$ cat config.mk
export PLATFORM = sky130hd
export DESIGN_NAME = mux_rr_arbiter
export DESIGN_NICKNAME = d
export VERILOG_FILES = /design/src/rtl/mux_rr_arbiter_pkg.sv /design/src/rtl/mux_rr_arbiter_mux8.sv /design/src/rtl/mux_rr_arbiter.sv
export SDC_FILE = /design/constraint.sdc
export NUM_CORES = 1
export LEC_CHECK = 0
export ABC_AREA = 1
export CAP_MARGIN = 10
export CORE_MARGIN = 2
export CORE_UTILIZATION = 30
export DETAILED_ROUTE_END_ITERATION = 8
export GPL_TIMING_DRIVEN = 0
export HOLD_SLACK_MARGIN = 0.02
export PLACE_DENSITY = 0.54
export SLEW_MARGIN = 10
export SYNTH_ARGS = -nofsm -noshare
export SYNTH_HDL_FRONTEND = slang
export SYNTH_SLANG_ARGS = --single-unit
$ cat constraint.sdc
create_clock -name clk -period 3 [get_ports clk]
set_input_delay 0.6 -clock clk [delete_from_list [all_inputs] [get_ports clk]]
set_output_delay 0.6 -clock clk [all_outputs]
set_load 0.05 [all_outputs]
$ cat src/rtl/mux_rr_arbiter_pkg.sv
// Shared types and helpers for the round-robin owned 8:1 datapath arbiter.
package mux_rr_arbiter_pkg;

   localparam int unsigned N_REQ = 8;
   localparam int unsigned SEL_W = 3;

   typedef enum logic [1:0] {
      ST_IDLE  = 2'd0,
      ST_GRANT = 2'd1,
      ST_GAP   = 2'd2
   } state_t;

   typedef struct packed {
      logic             found;
      logic [SEL_W-1:0] idx;
   } rr_pick_t;

   // Round-robin search: first set request at last+1, last+2, ... (mod N_REQ).
   // Candidates are visited from lowest to highest priority so the closest one wins.
   function automatic rr_pick_t rr_pick(input logic [N_REQ-1:0] req,
                                        input logic [SEL_W-1:0] last);
      rr_pick_t         p;
      logic [SEL_W-1:0] cand;
      p = '0;
      for (int unsigned k = 0; k < N_REQ; k++) begin
         cand = last + SEL_W'(N_REQ - k);
         if (req[cand]) begin
            p.found = 1'b1;
            p.idx   = cand;
         end
      end
      return p;
   endfunction

endpackage

$ cat src/rtl/mux_rr_arbiter_mux8.sv
// 8:1 single-bit mux built from two 4:1 stages and a final 2:1 on the select MSB.
module mux_8to1_by_4to1
   import mux_rr_arbiter_pkg::*;
(
   input  logic [N_REQ-1:0] i_d,
   input  logic [2:0]       i_sel,
   output logic             o_y
);

   logic w_lo;
   logic w_hi;

   function automatic logic mux4(input logic [3:0] d, input logic [1:0] s);
      return d[s];
   endfunction

   // Two 4:1 halves, then pick the half with the select MSB.
   always_comb begin
      w_lo = mux4(i_d[3:0], i_sel[1:0]);
      w_hi = mux4(i_d[7:4], i_sel[1:0]);
      o_y  = i_sel[2] ? w_hi : w_lo;
   end

endmodule

$ cat src/rtl/mux_rr_arbiter.sv
// Round-robin arbiter owning a shared 8:1 datapath, with bounded hold time
// and a one-cycle dead gap between owners.
module mux_rr_arbiter
   import mux_rr_arbiter_pkg::*;
#(
   parameter int unsigned MAX_HOLD = 4
)
(
   input  logic             clk,
   input  logic             rst,
   input  logic [N_REQ-1:0] req,
   input  logic [N_REQ-1:0] a,
   output logic [N_REQ-1:0] gnt,
   output logic [SEL_W-1:0] sel,
   output logic             busy,
   output logic             y
);

   localparam logic [3:0] HOLD_LAST = 4'(MAX_HOLD - 1);

   state_t           r_state;
   state_t           w_state_nxt;
   logic [3:0]       r_hold;
   logic [3:0]       w_hold_nxt;
   logic [SEL_W-1:0] r_last;
   logic [SEL_W-1:0] w_last_nxt;
   logic [SEL_W-1:0] r_sel;
   logic [SEL_W-1:0] w_sel_nxt;
   logic [N_REQ-1:0] r_gnt;
   logic [N_REQ-1:0] w_gnt_nxt;
   logic             r_busy;
   logic             w_busy_nxt;
   rr_pick_t         w_pick;

   assign gnt  = r_gnt;
   assign sel  = r_sel;
   assign busy = r_busy;

   // Winner search from the previous owner, purely combinational.
   always_comb begin
      w_pick = rr_pick(req, r_last);
   end

   // Next-state and next registered outputs; everything holds unless changed.
   always_comb begin
      w_state_nxt = r_state;
      w_hold_nxt  = r_hold;
      w_last_nxt  = r_last;
      w_sel_nxt   = r_sel;
      w_gnt_nxt   = r_gnt;
      w_busy_nxt  = r_busy;
      case (r_state)
         ST_GRANT: begin
            if (!req[r_sel] || (r_hold == HOLD_LAST)) begin
               w_state_nxt = ST_GAP;
               w_gnt_nxt   = '0;
               w_busy_nxt  = 1'b0;
               w_last_nxt  = r_sel;
            end else begin
               w_hold_nxt = r_hold + 4'd1;
            end
         end
         default: begin
            // IDLE and GAP arbitrate identically; GAP only exists to force a dead cycle.
            if (w_pick.found) begin
               w_state_nxt = ST_GRANT;
               w_gnt_nxt   = N_REQ'(1) << w_pick.idx;
               w_sel_nxt   = w_pick.idx;
               w_busy_nxt  = 1'b1;
               w_hold_nxt  = '0;
            end else begin
               w_state_nxt = ST_IDLE;
               w_gnt_nxt   = '0;
               w_busy_nxt  = 1'b0;
            end
         end
      endcase
   end

   // State and registered outputs; reset leaves requester 0 first in line.
   always_ff @(posedge clk or posedge rst) begin
      if (rst) begin
         r_state <= ST_IDLE;
         r_hold  <= '0;
         r_last  <= 3'd7;
         r_sel   <= '0;
         r_gnt   <= '0;
         r_busy  <= 1'b0;
      end else begin
         r_state <= w_state_nxt;
         r_hold  <= w_hold_nxt;
         r_last  <= w_last_nxt;
         r_sel   <= w_sel_nxt;
         r_gnt   <= w_gnt_nxt;
         r_busy  <= w_busy_nxt;
      end
   end

   mux_8to1_by_4to1 u_mux (
      .i_d   (a),
      .i_sel (r_sel),
      .o_y   (y)
   );

endmodule

==> run summary <==
================================================================================
Total count of max-transition violations in the final report ......            0
Final hold violations .............................................            0
Number of cells produced by synthesis .............................          245
Startpoint of the most critical setup path ........................    r_last[1]
Fillers ...........................................................          580
Routed WL per cell ................................................      12.1 um
# nets final ......................................................          301
Endpoint required time on the critical path .......................      3.15 ns
Fraction of layout instances using a drive strength above 1 .......        0.197
Number of setup violations in the final report ....................            0
Initial Utilization ...............................................        0.308
TritonRoute pass-1 iters ..........................................            4
Post-Layout Inst Area .............................................  0.00211 mm2
Signal arrival time at the worst endpoint .........................      2.84 ns
Number of rows in the core area ...................................           27
Worst-case headroom to the max-slew limit .........................        0.481
Global router's overall resource usage ............................        0.146
Worst Hold Launch .................................................       gnt[0]
Die boundary height ...............................................      78.7 um
Largest net degree at the start of global routing .................           21
Netlist cell types ................................................           30
Most instantiated library cell after synthesis .................... sky130_fd_sc_hd__nand2_1
Final core utilization ............................................        0.388
Number of cells traversed by the worst register-to-register path ..           15
Class of the worst hold path ......................................   reg -> reg
Average via count per standard cell ...............................         4.83
Critical path class ...............................................   reg -> reg
Net Count, Synth ..................................................          266
Via count of the routed design ....................................         1694
Critical path peak fanout .........................................            9
Area share of the leading cell type in the synthesized netlist ....        0.254
CTS-repair resized insts ..........................................            0
Quantity of I/O buffers inserted on ports .........................           30
Yosys warnings ....................................................            0
F_max .............................................................      372 MHz
Starting DRC count in detailed routing ............................          103
Biggest area consumer among synthesized cells ..................... sky130_fd_sc_hd__dfrtp_1
Critical Path Start Type ..........................................    flip-flop
IO Count ..........................................................           31
Clock-pin slew on the worst setup and hold paths ..................      0.07 ns
Setup bufs post-CTS ...............................................            0
Quantity of hold-fixing buffers added after cts ...................            0
End point of the critical path ....................................       gnt[0]
Area inside the core boundary .....................................  0.00544 mm2
P&R area growth vs syn ............................................        26.2%
Clock tree from TritonCTS .........................................        built
Register-to-Register Setup Slack ..................................      0.31 ns
Unrepaired setup endpoints after global routing ...................        false
Outcome ........................................................... complete, no violations
Die outline area ..................................................  0.00619 mm2
Count of unresolved DRC violations after routing ..................            0
DRT Wirelength ....................................................      4.26 mm
Number of buffers inserted during clock tree synthesis ............            3
Most instantiated cells after synthesis ........................... 63 x sky130_fd_sc_hd__nand2_1, 37 x sky130_fd_sc_hd__nand3_1, 22 x sky130_fd_sc_hd__nor2_1, 17 x sky130_fd_sc_hd__dfrtp_1, 15 x sky130_fd_sc_hd__nand2_2
Via count of the first global-routing pass ........................         1643
Final clock skew ..................................................   0.00625 ns
CTS H-tree depth ..................................................            1
Origin of the critical flop-to-flop path ..........................    r_last[1]
Post-synthesis cell area ..........................................  0.00167 mm2
Type of destination of the critical path ..........................    flip-flop
Final min period ..................................................      2.69 ns
Fraction of the cycle the final worst path needs ..................        0.896
Number of maximum-capacitance constraint violations ...............            0
Setup WS post-layout ..............................................     0.313 ns
Transition time at the pin with the least slew margin .............     0.778 ns
Wire length of the first global-routing pass ......................      7.37 mm
Number of antenna violations at the first check in global routing .            0
Placed inst area ..................................................  0.00206 mm2
Clock sinks .......................................................           20
Setup total negative slack ........................................         0 ns
Final Wtd Congestion ..............................................        0.799
Clk Latency, worst-skew pair ......................................      0.26 ns
Maximum buffer depth of the clock tree ............................            2
Antenna Violating Nets Remaining ..................................            0
Register bit count reported by yosys ..............................           20
Sequential fraction of the synthesis area .........................        0.301
Root cell of the clock tree ....................................... sky130_fd_sc_hd__clkbuf_8
Post-Place Worst Slack ............................................    0.0767 ns
End of the worst register-to-register path ........................       gnt[0]
Total gr overflow .................................................            0
Number of synthesized flops with an enable pin ....................            0
Number of diodes added for antenna fixing .........................            0
Share of synthesized registers carrying an async set or reset .....         1.00
Detailed placement HPWL ...........................................      3.42 mm
Synthesized area per cell .........................................     6.83 um2
Ys flop type ...................................................... sky130_fd_sc_hd__dfrtp_1
Chip width ........................................................      78.7 um
Cells taking the most area after synthesis ........................ sky130_fd_sc_hd__dfrtp_1 25%, sky130_fd_sc_hd__nand2_1 14%, sky130_fd_sc_hd__nand3_1 11%
================================================================================
final cells by class:
cell class | instances | area (um2) | share of cell area
repair buffers | 30 | 303 | 0.143
clock buffers | 4 | 45.0 | 0.0213
well taps | 72 | 90.1 | 0.0427
flip-flops and latches | 20 | 504 | 0.239
multi-input cells | 194 | 1030 | 0.486
inverters | 27 | 104 | 0.0492
plain buffers | 4 | 38.8 | 0.0184
per-stage QoR:
step,hold slack [ns],std cells
floorplan,0.497,245
global placement,0.474,347
detailed placement,0.470,347
CTS,0.499,351
global route,0.521,351
finish,0.489,351
cell usage in the layout (no fill, tap or decap), types with 2 or more instances in the layout:
cell type | synthesis | layout
sky130_fd_sc_hd__buf_6 | 3 | 3
sky130_fd_sc_hd__nand2_2 | 15 | 15
sky130_fd_sc_hd__nand2_1 | 63 | 63
sky130_fd_sc_hd__inv_1 | 13 | 13
sky130_fd_sc_hd__o21ai_0 | 14 | 14
sky130_fd_sc_hd__xor2_1 | 2 | 2
sky130_fd_sc_hd__nor2_2 | 2 | 2
sky130_fd_sc_hd__o211ai_1 | 2 | 2
sky130_fd_sc_hd__nand3_2 | 9 | 9
sky130_fd_sc_hd__dfstp_2 | 3 | 3
sky130_fd_sc_hd__clkdlybuf4s50_1 | 0 | 29
sky130_fd_sc_hd__a21oi_1 | 7 | 7
sky130_fd_sc_hd__o21ai_1 | 7 | 7
sky130_fd_sc_hd__a31oi_1 | 2 | 2
sky130_fd_sc_hd__inv_2 | 12 | 12
sky130_fd_sc_hd__dfrtp_1 | 17 | 17
sky130_fd_sc_hd__nor2_1 | 22 | 22
sky130_fd_sc_hd__nand3_1 | 37 | 37
sky130_fd_sc_hd__ha_1 | 3 | 3
sky130_fd_sc_hd__clkbuf_8 | 0 | 3
kinds of logic (layout without fill, tap and decap cells):
group | after synthesis | in the layout | synth area share
compound gates | 35 | 35 | 0.119
xor+xnor | 4 | 4 | 0.0322
fa+ha+maj | 3 | 3 | 0.0224
buf+inv | 31 | 65 | 0.0853
flops | 20 | 20 | 0.301
simple gates | 152 | 152 | 0.440
worst min path at each step:
stage	depth (start not counted)	slack [ns]	end
detailed placement	2	0.47	gnt[5]
floorplan	2	0.50	r_hold[1]
global route	2	0.52	gnt[5]
CTS	2	0.50	gnt[4]
finish	2	0.49	gnt[0]
global placement	2	0.47	gnt[4]
critical path, cell delays in order, from the launching register on:
cell,delay [ns]
sky130_fd_sc_hd__dfstp_2,0.54
sky130_fd_sc_hd__buf_6,0.14
sky130_fd_sc_hd__inv_4,0.07
sky130_fd_sc_hd__ha_1,0.38
sky130_fd_sc_hd__inv_2,0.17
sky130_fd_sc_hd__nand3_1,0.16
sky130_fd_sc_hd__nand3_2,0.16
sky130_fd_sc_hd__nand2_2,0.10
sky130_fd_sc_hd__nor2_2,0.10
sky130_fd_sc_hd__nand3_2,0.11
sky130_fd_sc_hd__o21ai_4,0.26
sky130_fd_sc_hd__inv_2,0.12
sky130_fd_sc_hd__nand3_2,0.13
sky130_fd_sc_hd__inv_2,0.04
sky130_fd_sc_hd__nand3_1,0.06
sky130_fd_sc_hd__nand2_1,0.05
sequential cells by signal, indices dropped and copies added, names as in the netlist:
register,cells
gnt,8
r_hold,4
r_last,3
sel,3
r_state,2
routing by layer:
layer / up-vias / GRT usage / part of all wire
met2: 29 / 0.250 / 0.47
li1: 874 / - / -
met5: - / 0 / 0
met4: 0 / 0.0491 / 0.018
met3: 10 / 0.0126 / 0.029
met1: 781 / 0.192 / 0.48
Power is left out: the tool's default activity adds up to more than one toggle a clock period on the data nets, which glitch-free logic cannot reach.
